## src/rtl/dsi_video_packetizer.sv

```systemverilog
`default_nettype none
//==============================================================================
// Module   : dsi_video_packetizer
// Desc     : Converts an r/g/b pixel stream with hsync/vsync into a MIPI DSI
//            video-mode byte stream: VSS/HSS short packets on sync rising
//            edges, one RGB888 long packet (header, payload, CRC) per line.
// Revision : 1.0 - initial release
//==============================================================================
module dsi_video_packetizer #(
  parameter int         H_ACTIVE  = 640,
  parameter logic [1:0] VC        = 2'd0,
  parameter logic [5:0] DT_VSS    = 6'h01,
  parameter logic [5:0] DT_HSS    = 6'h21,
  parameter logic [5:0] DT_RGB888 = 6'h3E
) (
  input  logic       clk,
  input  logic       reset,
  input  logic       hsync,
  input  logic       vsync,
  input  logic [7:0] r,
  input  logic [7:0] g,
  input  logic [7:0] b,
  input  logic       pix_valid,
  output logic       pix_ready,
  output logic [7:0] tx_data,
  output logic       tx_valid,
  input  logic       tx_ready,
  output logic       tx_sop,
  output logic       tx_eop,
  output logic       sync_drop
);

  localparam logic [15:0] C_WC   = 16'(H_ACTIVE * 3);
  localparam logic [14:0] C_NPIX = 15'(H_ACTIVE);

  typedef enum logic [1:0] {S_IDLE, S_HDR, S_PAYLOAD, S_CRC} state_t;

  // DSI header ECC: 6-bit Hamming over {WC, DI}, top two bits zero
  function automatic logic [7:0] f_ecc(input logic [23:0] d);
    logic [5:0] p;
    p[0] = d[0]^d[1]^d[2]^d[4]^d[5]^d[7]^d[10]^d[11]^d[13]^d[16]^d[20]^d[21]^d[22]^d[23];
    p[1] = d[0]^d[1]^d[3]^d[4]^d[6]^d[8]^d[10]^d[12]^d[14]^d[17]^d[20]^d[21]^d[22]^d[23];
    p[2] = d[0]^d[2]^d[3]^d[5]^d[6]^d[9]^d[11]^d[12]^d[15]^d[18]^d[20]^d[21]^d[22];
    p[3] = d[1]^d[2]^d[3]^d[7]^d[8]^d[9]^d[13]^d[14]^d[15]^d[19]^d[20]^d[21]^d[23];
    p[4] = d[4]^d[5]^d[6]^d[7]^d[8]^d[9]^d[16]^d[17]^d[18]^d[19]^d[20]^d[22]^d[23];
    p[5] = d[10]^d[11]^d[12]^d[13]^d[14]^d[15]^d[16]^d[17]^d[18]^d[19]^d[21]^d[22]^d[23];
    return {2'b00, p};
  endfunction

  // Byte-wide update of the reflected x^16+x^12+x^5+1 CRC (LSB-first)
  function automatic logic [15:0] f_crc(input logic [15:0] c, input logic [7:0] d);
    logic [7:0] x;
    x = d ^ c[7:0];
    x = x ^ {x[3:0], 4'h0};
    return ({x, 8'h00} | {8'h00, c[15:8]}) ^ {12'h000, x[7:4]} ^ {5'b00000, x, 3'b000};
  endfunction

  state_t      r_state;
  logic        r_vs_s, r_vs_d, r_hs_s, r_hs_d;
  logic        r_vss_pend, r_hss_pend, r_sync_drop;
  logic [7:0]  r_tx_data;
  logic        r_tx_valid, r_tx_sop, r_tx_eop;
  logic        r_pix_ready, r_pix_full, r_long;
  logic [23:0] r_pix, r_hdr_sh;
  logic [15:0] r_gb, r_crc;
  logic [1:0]  r_phase, r_idx;
  logic [14:0] r_pix_cnt, r_req_cnt;

  logic        w_vs_edge, w_hs_edge, w_slot, w_boundary;
  logic        w_sel_vss, w_sel_hss, w_long_start, w_pay_load;
  logic        w_pix_hs, w_take, w_full_nxt;
  logic [14:0] w_req_nxt;
  logic [7:0]  w_di, w_ecc;
  logic [15:0] w_wc;

  assign w_vs_edge    = r_vs_s & ~r_vs_d;
  assign w_hs_edge    = r_hs_s & ~r_hs_d;
  // Output register can take a new byte this cycle
  assign w_slot       = ~r_tx_valid | tx_ready;
  // Idle, or the last byte of a packet is leaving: pick the next packet now
  assign w_boundary   = (r_state == S_IDLE) | (r_tx_valid & tx_ready & r_tx_eop);
  assign w_sel_vss    = w_boundary & r_vss_pend;
  assign w_sel_hss    = w_boundary & ~r_vss_pend & r_hss_pend;
  assign w_long_start = w_boundary & ~r_vss_pend & ~r_hss_pend & pix_valid;
  // Only a long packet reaches HDR with all four header bytes presented
  assign w_pay_load   = w_slot & ~w_boundary &
                        ((r_state == S_PAYLOAD) | ((r_state == S_HDR) & (r_idx == 2'd3)));
  assign w_pix_hs     = pix_valid & r_pix_ready;
  assign w_take       = w_pay_load & (r_phase == 2'd0) & (r_pix_cnt != C_NPIX) & r_pix_full;
  assign w_full_nxt   = (r_pix_full & ~w_take) | w_pix_hs;
  assign w_req_nxt    = w_long_start ? 15'd0 : (r_req_cnt + 15'(w_pix_hs));

  assign w_di  = {VC, w_sel_vss ? DT_VSS : (w_sel_hss ? DT_HSS : DT_RGB888)};
  assign w_wc  = (w_sel_vss | w_sel_hss) ? 16'h0000 : C_WC;
  assign w_ecc = f_ecc({w_wc, w_di});

  // Sync edge detection and pending-request bookkeeping
  always_ff @(posedge clk or negedge reset) begin
    if (!reset) begin
      r_vs_s      <= 1'b0;
      r_vs_d      <= 1'b0;
      r_hs_s      <= 1'b0;
      r_hs_d      <= 1'b0;
      r_vss_pend  <= 1'b0;
      r_hss_pend  <= 1'b0;
      r_sync_drop <= 1'b0;
    end else begin
      r_vs_s      <= vsync;
      r_vs_d      <= r_vs_s;
      r_hs_s      <= hsync;
      r_hs_d      <= r_hs_s;
      r_vss_pend  <= (r_vss_pend & ~w_sel_vss) | w_vs_edge;
      r_hss_pend  <= (r_hss_pend & ~w_sel_hss) | w_hs_edge;
      r_sync_drop <= (w_vs_edge & r_vss_pend & ~w_sel_vss) |
                     (w_hs_edge & r_hss_pend & ~w_sel_hss);
    end
  end

  // One-pixel prefetch buffer so the payload streams without bubbles
  always_ff @(posedge clk or negedge reset) begin
    if (!reset) begin
      r_pix       <= 24'h0;
      r_pix_full  <= 1'b0;
      r_req_cnt   <= 15'd0;
      r_pix_ready <= 1'b0;
    end else begin
      if (w_pix_hs) r_pix <= {r, g, b};
      r_pix_full  <= w_full_nxt;
      r_req_cnt   <= w_req_nxt;
      r_pix_ready <= (w_long_start | r_long) & ~w_full_nxt & (w_req_nxt < C_NPIX);
    end
  end

  // Packet sequencer with registered byte-stream outputs
  always_ff @(posedge clk or negedge reset) begin
    if (!reset) begin
      r_state    <= S_IDLE;
      r_tx_data  <= 8'h00;
      r_tx_valid <= 1'b0;
      r_tx_sop   <= 1'b0;
      r_tx_eop   <= 1'b0;
      r_hdr_sh   <= 24'h0;
      r_idx      <= 2'd0;
      r_long     <= 1'b0;
      r_crc      <= 16'h0000;
      r_gb       <= 16'h0000;
      r_phase    <= 2'd0;
      r_pix_cnt  <= 15'd0;
    end else if (w_boundary) begin
      r_state    <= S_IDLE;
      r_tx_valid <= 1'b0;
      r_tx_sop   <= 1'b0;
      r_tx_eop   <= 1'b0;
      r_long     <= 1'b0;
      if (w_sel_vss | w_sel_hss | w_long_start) begin
        r_state    <= S_HDR;
        r_tx_valid <= 1'b1;
        r_tx_sop   <= 1'b1;
        r_tx_data  <= w_di;
        r_hdr_sh   <= {w_ecc, w_wc[15:8], w_wc[7:0]};
        r_idx      <= 2'd0;
        r_long     <= w_long_start;
        r_crc      <= 16'hFFFF;
        r_phase    <= 2'd0;
        r_pix_cnt  <= 15'd0;
      end
    end else if ((r_state == S_HDR) && w_slot && (r_idx != 2'd3)) begin
      r_tx_sop  <= 1'b0;
      r_tx_data <= r_hdr_sh[7:0];
      r_hdr_sh  <= {8'h00, r_hdr_sh[23:8]};
      r_idx     <= r_idx + 2'd1;
      r_tx_eop  <= (r_idx == 2'd2) & ~r_long;
    end else if (w_pay_load) begin
      r_state  <= S_PAYLOAD;
      r_tx_sop <= 1'b0;
      r_tx_eop <= 1'b0;
      if (r_phase == 2'd0) begin
        if (r_pix_cnt == C_NPIX) begin
          r_state    <= S_CRC;
          r_tx_valid <= 1'b1;
          r_tx_data  <= r_crc[7:0];
          r_long     <= 1'b0;
        end else if (r_pix_full) begin
          r_tx_valid <= 1'b1;
          r_tx_data  <= r_pix[23:16];
          r_gb       <= r_pix[15:0];
          r_crc      <= f_crc(r_crc, r_pix[23:16]);
          r_phase    <= 2'd1;
          r_pix_cnt  <= r_pix_cnt + 15'd1;
        end else begin
          // Pixel not yet available: bubble rather than stall the header
          r_tx_valid <= 1'b0;
        end
      end else begin
        r_tx_valid <= 1'b1;
        r_tx_data  <= r_gb[15:8];
        r_gb       <= {r_gb[7:0], 8'h00};
        r_crc      <= f_crc(r_crc, r_gb[15:8]);
        r_phase    <= (r_phase == 2'd2) ? 2'd0 : (r_phase + 2'd1);
      end
    end else if ((r_state == S_CRC) && w_slot) begin
      r_tx_valid <= 1'b1;
      r_tx_data  <= r_crc[15:8];
      r_tx_eop   <= 1'b1;
    end
  end

  assign tx_data   = r_tx_data;
  assign tx_valid  = r_tx_valid;
  assign tx_sop    = r_tx_sop;
  assign tx_eop    = r_tx_eop;
  assign pix_ready = r_pix_ready;
  assign sync_drop = r_sync_drop;

endmodule
`default_nettype wire

```

## config.mk

```make
export PLATFORM = sky130hd
export DESIGN_NAME = dsi_video_packetizer
export DESIGN_NICKNAME = d
export VERILOG_FILES = /design/src/rtl/dsi_video_packetizer.sv
export SDC_FILE = /design/constraint.sdc
export NUM_CORES = 1
export LEC_CHECK = 0
export ABC_AREA = 1
export CAP_MARGIN = 20
export CELL_PAD_IN_SITES_DETAIL_PLACEMENT = 2
export CELL_PAD_IN_SITES_GLOBAL_PLACEMENT = 2
export CORE_UTILIZATION = 37
export DETAILED_ROUTE_END_ITERATION = 7
export GPL_TIMING_DRIVEN = 0
export PLACE_DENSITY_LB_ADDON = 0.25
export SLEW_MARGIN = 30
export SYNTH_ARGS = -nofsm -noshare
export SYNTH_HDL_FRONTEND = slang
export SYNTH_SLANG_ARGS = --single-unit
```

## constraint.sdc

```tcl
create_clock -name clk -period 6.6 [get_ports clk]
set_clock_uncertainty 0.15 [all_clocks]
set_input_delay 0.99 -clock clk [delete_from_list [all_inputs] [get_ports clk]]
set_output_delay 0.99 -clock clk [all_outputs]
set_load 0.02 [all_outputs]
```

======== Word level (Yosys, flattened, before mapping) ========
Cells that the tools add are included.
storage, ports and cells
  flip-flop bits (word level) ............. 137
  bits in latches ......................... 0
  RAM bits ................................ 0
  memory bits (read-only) ................. 0
  input port bits ......................... 30
  output and inout bits ................... 13
  word-level logic and storage cells ...... 259
  memories kept ........................... 0
cells by class
  add/sub/neg operators ................... 4
  multipliers ............................. 0
  div/mod/pow operators ................... 0
  order comparisons ....................... 1
  equality and inequality tests ........... 17
  shift-type cells ........................ 0
  multiplexer cells ....................... 68
  bitwise gates (word level) .............. 125
  reductions and logical operators ........ 21
operator list
  kind                   number
  $mux 16                10
  $mux 15                8
  $mux 24                3
  $mux 8                 8
  $xor 1x1->1            44
  $or 16x8->16           2
  $xor 16x11->16         2
  $xor 16x4->16          2
  $xor 8x8->8            4
  $and 1x1->1            26
  $mux 2                 13
  $mux 1                 23
  $xor 1x1->1 const B    23
  $add 15x1->15          1
  $add 15x1->15 const B  1
  $eq 15x10->1 const B   1
  $lt 15x10->1 const B   1
  $ne 15x10->1 const B   1
  $not 1->1              12
  $mux 11                1
  $eq 2x2->1 const B     5
  $ne 2x2->1 const B     5
  $or 1x1->1             10
  $reduce_and 5->1       2
  16 further kinds       28

======== Longest topological paths before layout ========
  depth in word-level cells ............... 21
  depth in mapped cells ................... 16
  depth with buffers taken out ............ 15

======== Least setup slack after synthesis ========
Ideal clock, no wire load.
  path kind ............................... input to register
  from .................................... input port pix_valid
  to ...................................... register r_pix_ready (netlist: pix_ready)
  setup time .............................. 71 ps
  data arrival time ....................... 2,727 ps
  data required time ...................... 6,379 ps
  path slack .............................. 3,652 ps
  stages on the path ...................... 15
  buffers on the path ..................... 1
  cells stage by stage .................... nand2_1 > clkinv_1 > clkbuf_1 > ha_1 > ha_1 > nand2_1 > nor2_1 > nand2_1 > inv_1 > or2_2 > nand3_1 > nand2_1 > nand2_1 > nand2_1 > nor2_1
on the way
  longest elaborated chain between the ends .. 5
  elaborated cells between the ends (all ways) .. 10
  those cells by class .................... add/sub (1); order compare (1); mux (1); bitwise (7)
ends and longest elaborated chain
  element                                      RTL line  source
  from (decl)                                  23        input logic pix_valid,
  $and 1x1->1 (*)                              88        assign w_pix_hs = pix_valid & r_pix_ready;
  net w_pix_hs                                 71        logic w_pix_hs, w_take, w_full_nxt;
  $add 15x1->15 or $or 1x1->1 (tied branches)  91, 90
  $mux 15 or $not 1->1 (tied branches)         91, 130
  $lt 15x10->1 or $and 1x1->1 (tied branches)  130       r_pix_ready <= (w_long_start | r_long) & ~w_full_nxt & (w_req_nxt < C_NPIX);
  $and 1x1->1 (*)                              130
  to (signal assigned)                         130
  to (decl)                                    63        logic r_pix_ready, r_pix_full, r_long;
Mark *: on every way through the listed nets, which the timed path passes. The rest lies on a longest branch.
A chain may end at the register's enable or synchronous reset.

======== Worst setup path after layout ========
Ends and elaborated chain as after synthesis.

==> results_dict.tcl <==
set metrics [dict create \
    antenna_found_initial 0 \
    whs_ps 226 \
    num-nets-final 1036 \
    place_congestion 0.842 \
    critPathCaptureType "flop" \
    io_pins 43 \
    leakage_nw 4.15 \
    r2r_cells 15 \
    timing.final.crit_share 0.605 \
    min_path_cells 0 \
    timing.rr.start "pix_ready" \
    crit_path_start_kind "input port" \
    ys_warn_count 0 \
    max_cap_viol_count 0 \
    grtUsageMet1 0.346 \
    rows 49 \
    ys_async_sr_fraction 1.00 \
    final.fill_count 2121 \
    port_buffers 42 \
    syn2layout_area_growth_pct 19.0 \
    cts_htree_levels 4 \
    cts_made_buffers 17 \
    status "finished, final reports clean" \
    track_usage 0.281 \
    grt.busiest_layer "met2" \
    cts.sinks 123 \
    yosys.cell_types.count 36 \
    synthesis.nets 974 \
    drt_iter0_drc 267 \
    synth-edff-count 0 \
    clk_pin_slew_ps 60 \
    grt_max_degree 74 \
    p_total_w 0.00381 \
    rsz0062_at_grt "false" \
    syn_inst 938 \
    drcViolationCount 0 \
    drive_above_1_share 0.0810 \
    clk_path_buf_depth 2 \
    multi_input_comb_area_um2 3160 \
    die_h_um 138 \
    vias_per_cell 5.21 \
    seq_area_frac_synth 0.450 \
    hold_path_class "reg -> reg" \
    cp_max_fo 10 \
    totalWireLength_um 24600 \
    postCtsHoldBufs 0 \
    clk_latency_ps 440 \
    setup_tns_ps 0 \
    grt_pass1_wl_um 39500 \
    die_area_um2 19000 \
    place_hpwl_um 16900 \
    use_met2 0.494 \
    vias 6471 \
    antennaDiodeCount 0 \
    fp.dieW_um 138 \
    postRouteAntennaNets 0 \
    cts_resized 0 \
    hold_viol 0 \
    clock-root-buffer "clkbuf_16" \
    netlist_area_um2 6840 \
    min_period_ps 3990 \
    seqCellArea_um2 3080 \
    gr-total-overflow 0 \
    wl_per_cell_um 19.8 \
    relSlewSlack 0.496 \
    cp.required_ps 6820 \
    p_per_area_nw_per_um2 468 \
    finalSetupViolations 0 \
    synth-seq-cells 123 \
    placeableCoreArea_um2 18000 \
    irDropWorstVdd_uv 233 \
    drv_slew 0 \
    hold_start "r_vs_s" \
    worst_pin_slew_ps 756 \
    arrival_ps 4220 \
    crit_start "pix_valid" \
    critPathKind "in -> reg" \
    dp_slack_ps 2140 \
    dr.pass1.iters 5 \
    ys.flop_type "dfrtp_1" \
    cts_tree "done" \
    finalWorstSetupSlack_ps 2610 \
    max_freq_ghz 0.250 \
    cts_setup_buffers 0 \
    grt_pass1_vias 7329 \
    use_met3 0.0428 \
    initial_core_util 0.379 \
    avgSynthCellArea_um2 7.29 \
]
## through the flow
step | util | area [um^2] | std cells
floorplan | - | 6840 | 938
global placement | 0.419 | 7550 | 1209
detailed placement | 0.420 | 7580 | 1210
CTS | 0.452 | 8140 | 1241
global route | 0.452 | 8140 | 1241
finish | 0.452 | 8140 | 1241
## critical path, cell delays in order
cell and delay (ps):
clkdlybuf4s50_1 570, nand2_1 200, clkinv_1 310, clkbuf_1 530, ha_1 290, ha_1 230, nand2_1 120, nor2_1 150
nand2_1 90, inv_1 110, nand3_1 90, nand3_1 120, nand2_1 70, nor2_1 140, nand2_1 110, nor2_1 90
## power breakdown
part,internal (W),switching (W)
clock,0.000521,0.000399
sequential,0.000979,0.000204
combinational,0.000527,0.00118
## cell usage in the layout (no fill, tap or decap), drive strengths merged
cell type	n
nand2	382
dfrtp	123
inv	119
nand3	72
nor2	65
o21ai	56
clkdlybuf4s50	41
clkbuf	27
xor2	20
buf	20
xnor2	15
a21oi	15
nand4	14
o211ai	6
ha	6
clkinvlp	6
nand3b	5
o22ai	5
nor3	5
clkinv	4
o21bai	2
or2	1
a31oi	1
o21a	1
bufinv	1
## final timing paths
| check | slack [ps] | to |
|---|---|---|
| max reg2reg | 3410 | pix_ready |
| min in group asynchronous | 300 | r_pix_cnt[12] |
| max in group asynchronous | 5280 | r_gb[12] |
| max | 2610 | pix_ready |
| min reg2reg | 230 | r_vs_d |
| min | 230 | r_vs_d |
## cell type report
class                           count  area share
Sequential cell                   123       0.378
Multi-Input combinational cell    671       0.389
Clock buffer                       17      0.0523
Inverter                          116      0.0541
Clock inverter                     14      0.0168
Timing Repair Buffer               43      0.0556
Tap cell                          229      0.0352
Buffer                             28      0.0194
## cells in the mapped netlist, types with 2 or more instances
cell        n  area share
buf_6       3      0.0049
ha_1        6       0.011
nor3_1      5      0.0037
dfrtp_1   123        0.45
o21ai_0    32       0.023
nand2_4     7       0.012
o21ai_1    24       0.018
inv_1     106       0.058
a21oi_1    14       0.010
buf_2       9      0.0066
buf_1       3      0.0016
inv_4       2      0.0018
o211ai_1    6      0.0066
clkbuf_1   10      0.0055
nor2_4      2      0.0033
xor2_1     20       0.026
nand3b_1    5      0.0055
nand4_1    13       0.012
xnor2_1    15       0.019
buf_4       2      0.0022
nor2_2      5      0.0046
o21bai_1    2      0.0022
nand3_1    72       0.053
nor2_1     57       0.031
o22ai_1     5      0.0046
nand2_1   367        0.20
clkinv_1    2      0.0011
nand2_2     8      0.0073
inv_2       6      0.0033
## per-layer routing
| layer | wire length [um] | share of wire |
|---|---|---|
| met5 | 0 | 0 |
| met4 | 562 | 0.023 |
| met3 | 702 | 0.029 |
| met2 | 12700 | 0.52 |
| met1 | 10600 | 0.43 |
## cells by family after synthesis
group,share of synthesized area
AOI/OAI and AO/OA,0.0679
xor gates and xnor gates,0.0448
adders and majority gates,0.0110
and+or+nand+nor,0.339
DFF,0.450
buffers and inverters,0.0874
## registers in the layout (all words and copies together) (netlist names)
| register | cells |
|---|---|
| r_long | 1 |
| r_pix | 24 |
| r_vs_d | 1 |
| r_pix_cnt | 15 |
| tx_data | 8 |
| tx_sop | 1 |
| sync_drop | 1 |
| r_pix_full | 1 |
| r_state | 2 |
| pix_ready | 1 |
| r_hs_d | 1 |
| r_crc | 16 |
| tx_eop | 1 |
| r_hs_s | 1 |
| r_vss_pend | 1 |
| tx_valid | 1 |
| r_gb | 16 |
| r_hss_pend | 1 |
| r_req_cnt | 15 |
| r_vs_s | 1 |
| r_idx | 2 |
| r_hdr_sh | 10 |
| r_phase | 2 |
Note: power is estimated with default switching activity, not from simulation.
